<file path="config.mk">
export PLATFORM = sky130hd
export DESIGN_NAME = wb_port_arbiter_flat
export DESIGN_NICKNAME = d
export VERILOG_FILES = /design/src/rtl/wb_port_arbiter_if.sv /design/src/rtl/wb_port_arbiter.sv /design/src/flat_wrapper.sv
export SDC_FILE = /design/constraint.sdc
export NUM_CORES = 1
export LEC_CHECK = 0
export ABC_AREA = 1
export CAP_MARGIN = 30
export CORE_MARGIN = 2
export CORE_UTILIZATION = 34
export CTS_CLUSTER_SIZE = 10
export DETAILED_ROUTE_END_ITERATION = 7
export GPL_TIMING_DRIVEN = 0
export HOLD_SLACK_MARGIN = 0.08
export MAX_ROUTING_LAYER = met4
export PLACE_DENSITY = 0.69
export SKIP_CTS_REPAIR_TIMING = 1
export SYNTH_ARGS = -nofsm -noshare
export SYNTH_HDL_FRONTEND = slang
export SYNTH_SLANG_ARGS = --single-unit
</file>
<file path="constraint.sdc">
create_clock -name clk -period 1.8 [get_ports clk]
set_input_delay 0.36 -clock clk [delete_from_list [all_inputs] [get_ports clk]]
set_output_delay 0.36 -clock clk [all_outputs]
set_load 0.01 [all_outputs]
</file>
<file path="src/rtl/wb_port_arbiter_if.sv">
// Writeback arbiter bus: ALU/MEM writeback requests, decode scoreboard
// marks and hazard queries, and the register file write port.
interface wb_port_arbiter_if #(
  parameter int DATA_W = 64,
  parameter int ADDR_W = 5
);
  logic              alu_valid;
  logic [ADDR_W-1:0] alu_rd;
  logic [DATA_W-1:0] alu_data;
  logic              alu_ready;
  logic              mem_valid;
  logic [ADDR_W-1:0] mem_rd;
  logic [DATA_W-1:0] mem_data;
  logic              mem_ready;
  logic              mark_valid;
  logic [ADDR_W-1:0] mark_rd;
  logic [ADDR_W-1:0] q_rs1;
  logic [ADDR_W-1:0] q_rs2;
  logic              hazard1;
  logic              hazard2;
  logic              regwrite;
  logic [ADDR_W-1:0] adr_wr_reg;
  logic [DATA_W-1:0] wr_data;
`ifdef WB_ARB_STATS_EN
  logic [15:0]       conflict_cnt;
`endif

  // Arbiter side: consumes requests and queries, drives the write port.
  modport slave (
    input  alu_valid, alu_rd, alu_data,
    input  mem_valid, mem_rd, mem_data,
    input  mark_valid, mark_rd, q_rs1, q_rs2,
    output alu_ready, mem_ready, hazard1, hazard2,
`ifdef WB_ARB_STATS_EN
    output conflict_cnt,
`endif
    output regwrite, adr_wr_reg, wr_data
  );

  modport master (
    output alu_valid, alu_rd, alu_data,
    output mem_valid, mem_rd, mem_data,
    output mark_valid, mark_rd, q_rs1, q_rs2,
    input  alu_ready, mem_ready, hazard1, hazard2,
`ifdef WB_ARB_STATS_EN
    input  conflict_cnt,
`endif
    input  regwrite, adr_wr_reg, wr_data
  );
endinterface

</file>
<file path="src/rtl/wb_port_arbiter.sv">
// Round-robin ALU/MEM arbiter for the register file write port, with a
// pending-write scoreboard for RAW hazards. WB_ARB_STATS_EN adds conflict_cnt.
module wb_port_arbiter #(
  parameter int DATA_W = 64,
  parameter int ADDR_W = 5
) (
  input  logic               clk,
  input  logic               rst,
  wb_port_arbiter_if.slave   bus
);
  localparam int NREGS = 1 << ADDR_W;

  logic              aluGrant;
  logic              memGrant;
  logic              xfer;
  logic [ADDR_W-1:0] xferRd;
  logic [DATA_W-1:0] xferData;

  logic              rrPtr_q, rrPtr_d;
  logic              regwrite_q, regwrite_d;
  logic [ADDR_W-1:0] adrWrReg_q, adrWrReg_d;
  logic [DATA_W-1:0] wrData_q, wrData_d;
  logic [NREGS-1:0]  pending_q, pending_d;

  // rrPtr_q=1 means MEM wins the next tie; grants are masked during reset.
  always_comb begin
    aluGrant = rst & bus.alu_valid & (~bus.mem_valid | ~rrPtr_q);
    memGrant = rst & bus.mem_valid & (~bus.alu_valid | rrPtr_q);
    xfer     = aluGrant | memGrant;
    xferRd   = aluGrant ? bus.alu_rd   : bus.mem_rd;
    xferData = aluGrant ? bus.alu_data : bus.mem_data;
  end

  always_comb begin
    rrPtr_d    = rrPtr_q;
    regwrite_d = 1'b0;
    adrWrReg_d = adrWrReg_q;
    wrData_d   = wrData_q;
    pending_d  = pending_q;

    if (aluGrant) begin
      rrPtr_d = 1'b1;
    end else if (memGrant) begin
      rrPtr_d = 1'b0;
    end

    // x0 writes are accepted but never reach the register file.
    if (xfer && (xferRd != '0)) begin
      regwrite_d = 1'b1;
      adrWrReg_d = xferRd;
      wrData_d   = xferData;
    end

    // Clear before set so a freshly issued producer keeps its bit.
    if (xfer) begin
      pending_d[xferRd] = 1'b0;
    end
    if (bus.mark_valid && (bus.mark_rd != '0)) begin
      pending_d[bus.mark_rd] = 1'b1;
    end
    pending_d[0] = 1'b0;
  end

  always_ff @(posedge clk) begin
    if (!rst) begin
      rrPtr_q    <= 1'b0;
      regwrite_q <= 1'b0;
      adrWrReg_q <= '0;
      wrData_q   <= '0;
      pending_q  <= '0;
    end else begin
      rrPtr_q    <= rrPtr_d;
      regwrite_q <= regwrite_d;
      adrWrReg_q <= adrWrReg_d;
      wrData_q   <= wrData_d;
      pending_q  <= pending_d;
    end
  end

  // A write sitting in the output stage still counts as outstanding.
  always_comb begin
    bus.alu_ready  = aluGrant;
    bus.mem_ready  = memGrant;
    bus.regwrite   = regwrite_q;
    bus.adr_wr_reg = adrWrReg_q;
    bus.wr_data    = wrData_q;
    bus.hazard1    = (bus.q_rs1 != '0) &&
                     (pending_q[bus.q_rs1] || (regwrite_q && (adrWrReg_q == bus.q_rs1)));
    bus.hazard2    = (bus.q_rs2 != '0) &&
                     (pending_q[bus.q_rs2] || (regwrite_q && (adrWrReg_q == bus.q_rs2)));
  end

`ifdef WB_ARB_STATS_EN
  logic [15:0] conflictCnt_q, conflictCnt_d;

  always_comb begin
    conflictCnt_d = conflictCnt_q;
    if (bus.alu_valid && bus.mem_valid && (conflictCnt_q != 16'hFFFF)) begin
      conflictCnt_d = conflictCnt_q + 16'd1;
    end
  end

  always_ff @(posedge clk) begin
    if (!rst) begin
      conflictCnt_q <= '0;
    end else begin
      conflictCnt_q <= conflictCnt_d;
    end
  end

  assign bus.conflict_cnt = conflictCnt_q;
`endif

endmodule
</file>
<file path="src/flat_wrapper.sv">
// flat-port wrapper written by rule: the top's interface ports become plain ports
module wb_port_arbiter_flat 
#(
  parameter int DATA_W = 64,
  parameter int ADDR_W = 5
)
  (clk, rst, bus_alu_valid, bus_alu_rd, bus_alu_data, bus_mem_valid, bus_mem_rd, bus_mem_data, bus_mark_valid, bus_mark_rd, bus_q_rs1, bus_q_rs2, bus_alu_ready, bus_mem_ready, bus_hazard1, bus_hazard2, bus_regwrite, bus_adr_wr_reg, bus_wr_data);
  wb_port_arbiter_if #(.DATA_W(DATA_W), .ADDR_W(ADDR_W)) bus_i ();
  input  logic clk;
  input  logic rst;
  input wire logic [$bits(bus_i.alu_valid)-1:0] bus_alu_valid;
  input wire logic [$bits(bus_i.alu_rd)-1:0] bus_alu_rd;
  input wire logic [$bits(bus_i.alu_data)-1:0] bus_alu_data;
  input wire logic [$bits(bus_i.mem_valid)-1:0] bus_mem_valid;
  input wire logic [$bits(bus_i.mem_rd)-1:0] bus_mem_rd;
  input wire logic [$bits(bus_i.mem_data)-1:0] bus_mem_data;
  input wire logic [$bits(bus_i.mark_valid)-1:0] bus_mark_valid;
  input wire logic [$bits(bus_i.mark_rd)-1:0] bus_mark_rd;
  input wire logic [$bits(bus_i.q_rs1)-1:0] bus_q_rs1;
  input wire logic [$bits(bus_i.q_rs2)-1:0] bus_q_rs2;
  output wire logic [$bits(bus_i.alu_ready)-1:0] bus_alu_ready;
  output wire logic [$bits(bus_i.mem_ready)-1:0] bus_mem_ready;
  output wire logic [$bits(bus_i.hazard1)-1:0] bus_hazard1;
  output wire logic [$bits(bus_i.hazard2)-1:0] bus_hazard2;
  output wire logic [$bits(bus_i.regwrite)-1:0] bus_regwrite;
  output wire logic [$bits(bus_i.adr_wr_reg)-1:0] bus_adr_wr_reg;
  output wire logic [$bits(bus_i.wr_data)-1:0] bus_wr_data;
  assign bus_i.alu_valid = bus_alu_valid;
  assign bus_i.alu_rd = bus_alu_rd;
  assign bus_i.alu_data = bus_alu_data;
  assign bus_i.mem_valid = bus_mem_valid;
  assign bus_i.mem_rd = bus_mem_rd;
  assign bus_i.mem_data = bus_mem_data;
  assign bus_i.mark_valid = bus_mark_valid;
  assign bus_i.mark_rd = bus_mark_rd;
  assign bus_i.q_rs1 = bus_q_rs1;
  assign bus_i.q_rs2 = bus_q_rs2;
  assign bus_alu_ready = bus_i.alu_ready;
  assign bus_mem_ready = bus_i.mem_ready;
  assign bus_hazard1 = bus_i.hazard1;
  assign bus_hazard2 = bus_i.hazard2;
  assign bus_regwrite = bus_i.regwrite;
  assign bus_adr_wr_reg = bus_i.adr_wr_reg;
  assign bus_wr_data = bus_i.wr_data;
  wb_port_arbiter #(.DATA_W(DATA_W), .ADDR_W(ADDR_W)) u_core (.clk(clk), .rst(rst), .bus(bus_i));
endmodule
</file>
==> results of run 1 <==
-- critical path, delay by kind of cell --
kind | cells | cell delay, ps
AND/OR/NAND/NOR | 6 | 500
buffers and inverters | 4 | 570
AO/OA/AOI/OAI | 1 | 120
-- path summary, 6_finish.rpt --
| kind | from | end | slack, ps | depth (start not counted) |
|---|---|---|---|---|
| worst max-delay path | bus_q_rs1[0] | bus_hazard1 | -100 | 11 |
| worst min-delay path | rst | u_core.pending_q[31] | 400 | 3 |
| worst max register to register | u_core.rrPtr_q | u_core.bus.wr_data[18] | 10 | 11 |
| worst min register to register | u_core.pending_q[30] | u_core.pending_q[30] | 460 | 2 |
-- where the power goes --
group / leakage [µW] / switching [µW] / internal, µW / total [µW]
registers: 0.000851 / 138 / 2420 / 2560
clock network: 0.000134 / 909 / 987 / 1900
logic: 0.00379 / 1030 / 1080 / 2120
-- kinds of logic after synthesis --
group                  Yosys count  share of synthesized area, %
buffers and inverters          172                         12.08
and+or+nand+nor                744                         49.25
DFF                            102                         33.02
AOI/OAI and AO/OA               65                         5.646
-- Yosys cell counts (3+ instances only) --
cell and count:
nand4_1 3, nor2_2 30, clkbuf_1 22, a21oi_1 49
dfxtp_1 102, inv_2 4, nor2_1 139, buf_2 12
buf_6 11, buf_1 7, inv_1 113, nand3_1 104
nor3_1 5, o21ai_0 11, nand2_1 456
-- area by class of cell --
cell class              instances  area (µm²)  share of cell area, %
multi-input cells             809        3899                  38.22
repair buffers                258        2763                  27.09
flip-flops and latches        102        2085                  20.44
inverters                     119       461.7                  4.526
plain buffers                  53       429.2                  4.208
well taps                     229       286.5                  2.809
clock buffers                  12       246.5                  2.417
clock inverters                 4       30.03                 0.2944
-- routing by layer --
metal	GRT usage, %	share of wire, %
met2	38.19	50
met4	9.144	2.7
met1	26.19	41
met3	5.076	5.5
met5	-	0
-- per-stage QoR --
step | instance area, µm² | hold WS (ps) | TNS, ps | utilization, %
after floorplan | 6183 | 438.8 | 0 | -
after global placement | 8732 | 450.1 | -60600 | 48.78
after global routing | 10200 | 415.6 | -3076 | 56.98
after CTS | 9009 | 392.3 | -25770 | 50.32
final | 10200 | 401.1 | -127.4 | 56.98
after detailed placement | 8732 | 452.5 | -63260 | 48.78
==> results.py, run 1 <==
metrics = {
    "pwr": {
        "peakVddDrop_uv": 469.7,
        "p_total_uw": 6568,
        "power.density_nw_per_um2": 643.9,
        "p_leak_uw": 0.004774,
    },
    "setup_path": {
        "path_class": "in2out",
        "cp_common_cell": "nand3_1",
        "crit_slowest_cell": "buf_6",
        "crit_fanout": 6,
        "cp_slowest_stage_delay_ps": 180,
        "worstPathRequired_ps": 1440,
        "crit_path_start_kind": "input pin",
        "end_kind": "output pin",
        "cp_cell_sequence": "buf_12 -> clkinvlp_4 -> buf_6 -> nand2_2 -> nand3_1 -> nand3_1 -> nand3_2 -> nor2_2 -> nor2_1 -> a21oi_2 -> buf_2",
        "cp.arrival_ps": 1540,
    },
    "final_layout": {
        "layout_commonest_cell": "nand2_1",
        "n_antenna_cell": 0,
        "fillers": 1764,
        "largest_reg_flops": 64,
        "nNetsFinal": 1510,
        "area_growth_pct": 64.95,
        "drive_above_1_share_pct": 17.83,
        "fin_cells": 1586,
        "layout_common_cells": "443 x nand2_1, 214 x clkdlybuf4s50_1, 116 x nor2_1, 105 x inv_1, 76 x dfxtp_1",
    },
    "logic_synthesis": {
        "yosys.area.top_type": "dfxtp_1",
        "ys_ff_latch": 102,
        "ys_warn_count": 0,
        "synth.area.top_cells": "dfxtp_1 33%, nand2_1 28%, nor2_1 8.4%, nand3_1 8.4%, inv_1 6.9%",
        "synth.avg_cell_area_um2": 5.710,
        "synthArstFlopShare_pct": 0,
        "synth_cell_type_count": 25,
        "yosysSeqAreaShare_pct": 33.02,
        "yosysTopAreaCellShare_pct": 33.02,
        "synth_edf_count": 0,
        "synth_top_flop_cell": "dfxtp_1",
        "postSynthCellCount": 1083,
        "netlist_area_um2": 6183,
        "syn_nets": 1241,
    },
    "cts": {
        "cts-root-buf": "clkbuf_16",
        "cts_tree": "built",
        "clk_pin_slew_ps": 70,
        "cts_inserted_buffers": 9,
        "cts.path.max_buffers": 2,
        "cts_max_level": 3,
        "clk_latency_ps": 350,
        "cts_sinks": 102,
    },
    "routing": {
        "drc_errors": 0,
        "antenna_left": 0,
        "first_pass_iters": 5,
        "routed_wl_um": 23180,
        "vias_per_cell": 4.720,
        "wl_per_cell_um": 14.62,
        "num_vias": 7486,
        "drtIter0Drc": 535,
    },
    "place": {
        "dp_slack_ps": -1456,
        "place.detailed.hpwl_um": 16700,
        "io_buffers": 226,
        "place_inst": 1538,
        "routabilityCongestion": 0.9402,
    },
    "global_routing": {
        "grt_max_degree": 17,
        "track_usage_pct": 22.67,
        "grt_pass1_wl_um": 34220,
        "grt_pass1_vias": 6792,
        "antenna_found_initial": 0,
        "overflow": 0,
    },
    "flow_run": {
        "maxCapViolCount": 0,
    },
    "sta": {
        "rsz0062_at_grt": "yes",
        "worst_slew_pin_slew_ps": 729.7,
        "max_freq_ghz": 0.5261,
        "final-setup-viol-count": 2,
        "layout_worst_path_cycle_share_pct": 105.6,
        "clock_skew_ps": 8.377,
        "fin_ws_ps": -100.7,
        "hold_viol": 0,
        "min_period_ps": 1901,
        "slew_violations": 0,
        "slew_headroom_pct": 51.17,
    },
    "min_path": {
        "min_path_type": "in2reg",
    },
    "outcome": {
        "violations": "negative setup slack",
        "status": "complete, but fails checks",
    },
    "die": {
        "die_w_um": 138.9,
        "start_util_pct": 34.54,
        "core-area_um2": 17900,
        "rows": 49,
        "ios": 232,
        "fp.dieH_um": 138.9,
        "dieArea_um2": 19280,
    },
}
(Power assumes the default switching activity.)
==> inputs of run 2 (changes only) <==
- CORE_MARGIN: 2 -> unset
==> run 2 against run 1 <==
The flow still finishes with violations (negative setup slack). Critical path depth unchanged. Register-to-register slack improved by 100 ps. Final cell count decreased by 1.1%. Clock skew increased by 0.76 ps. Global-route usage increased by 0.66 points. Critical path type unchanged. Sequential share of layout area increased by 1.5 points. Critical endpoint unchanged.
==> results.py, run 2 (synthesis gave the netlist of run 1 again) <==
metrics = {
    "final_layout": {
        "area_growth_pct": 52.75,
        "seqCellArea_um2": 2074,
        "n_antenna_cell": 0,
        "largest_reg_flops": 64,
        "layout_commonest_cell": "nand2_1",
        "design_area_um2": 9445,
        "nNetsFinal": 1496,
        "fillers": 1814,
        "layout_common_cells": "449 x nand2_1, 214 x clkdlybuf4s50_1, 130 x nor2_1, 105 x inv_1, 96 x nand3_1",
        "multi_input_area_um2": 3557,
        "drive_above_1_share_pct": 12.88,
    },
    "routing": {
        "wl_per_cell_um": 13.62,
        "num_vias": 7337,
        "first_pass_iters": 5,
        "drc_errors": 0,
        "drtIter0Drc": 480,
        "antenna_left": 0,
        "routed_wl_um": 21360,
        "vias_per_cell": 4.679,
    },
    "sta": {
        "layout_worst_path_cycle_share_pct": 108.6,
        "rsz0062_at_grt": "yes",
        "max_freq_ghz": 0.5118,
        "min_period_ps": 1954,
        "fin_ws_ps": -154.1,
        "hold_ws_ps": 403.1,
        "final-setup-viol-count": 2,
        "worst_slew_pin_slew_ps": 747.4,
        "slew_violations": 0,
        "hold_viol": 0,
        "clock_skew_ps": 9.139,
        "slew_headroom_pct": 49.99,
    },
    "setup_path": {
        "crit_fanout": 6,
        "end_kind": "output pin",
        "ff2ff_setup_slack_ps": 110,
        "path_class": "in2out",
        "cp.arrival_ps": 1590,
        "worstPathRequired_ps": 1440,
        "crit_path_start_kind": "input pin",
    },
    "die": {
        "ios": 232,
        "dieArea_um2": 18730,
        "fp.dieH_um": 136.9,
        "start_util_pct": 35.26,
        "die_w_um": 136.9,
        "core-area_um2": 17540,
        "rows": 48,
    },
    "cts": {
        "cts_sinks": 102,
        "cts-root-buf": "clkbuf_16",
        "cts_max_level": 3,
        "cts.path.max_buffers": 2,
        "cts_inserted_buffers": 9,
        "clk_latency_ps": 350,
        "clk_pin_slew_ps": 70,
        "cts_tree": "built",
    },
    "outcome": {
        "status": "complete, but fails checks",
        "violations": "negative setup slack",
    },
    "global_routing": {
        "overflow": 0,
        "track_usage_pct": 23.33,
        "grt_pass1_vias": 6647,
        "antenna_found_initial": 0,
        "grt_max_degree": 18,
        "grt_pass1_wl_um": 33100,
    },
    "place": {
        "routabilityCongestion": 0.9117,
        "io_buffers": 226,
        "place.detailed.hpwl_um": 16390,
        "post_dp_cell_area_um2": 8727,
    },
    "pwr": {
        "p_leak_uw": 0.004473,
        "peakVddDrop_uv": 523.9,
        "power.density_nw_per_um2": 679.8,
    },
    "min_path": {
        "min_path_type": "in2reg",
    },
    "flow_run": {
        "maxCapViolCount": 0,
    },
}
==> run 2: layer usage <==
metal	vias up	wire [µm]	global-route usage [%]
li1	3797	-	-
met1	3245	8787	27.37
met2	257	10390	38.01
met3	38	1660	6.778
met4	0	512	7.937
met5	-	0	-
==> run 2: worst max-delay path: stages <==
cell and delay (ps):
buf_12 100, clkinvlp_4 180, buf_6 180, nand2_1 70
nand3_2 60, nand3_1 80, nand3_1 80, nor2_1 120
nor2_1 70, a21oi_2 140, buf_2 150
==> run 2: worst paths after layout <==
| check | to | startpoint | cells after the start |
|---|---|---|---|
| worst max register to register | u_core.bus.wr_data[37] | u_core.rrPtr_q | 11 |
| worst min-delay path | u_core.pending_q[24] | rst | 3 |
| worst min register to register | u_core.pending_q[30] | u_core.pending_q[30] | 2 |
| worst max-delay path | bus_hazard1 | bus_q_rs1[0] | 11 |
==> run 2: through the flow <==
| stage | power, µW | util (%) | worst slack, ps | TNS, ps | cells |
|---|---|---|---|---|---|
| finish | 6421 | 53.86 | -154.1 | -216.2 | 1568 |
| global route | 6757 | 53.86 | -249.3 | -422.4 | 1568 |
| CTS | 6361 | 51.46 | -1459 | -29400 | 1550 |
| detailed placement | 4360 | 49.76 | -1440 | -67120 | 1534 |
| global placement | 4352 | 49.76 | -1479 | -63310 | 1534 |
| floorplan | 3440 | - | 75.04 | 0 | 1083 |
==> run 2: layout make-up <==
class | count | share of cell area, %
Clock buffer | 11 | 2.464
Tap cell | 225 | 2.981
Timing Repair Buffer | 243 | 25.67
Sequential cell | 102 | 21.96
Buffer | 53 | 3.722
Multi-Input combinational cell | 810 | 37.66
Clock inverter | 5 | 0.6888
Inverter | 119 | 4.848
==> run 2: power breakdown <==
group          switching (µW)  leakage (µW)  internal, µW
logic                     940       0.00349           943
clock network             917      0.000138          1100
registers                 109      0.000848          2420
total                    1970       0.00447          4460
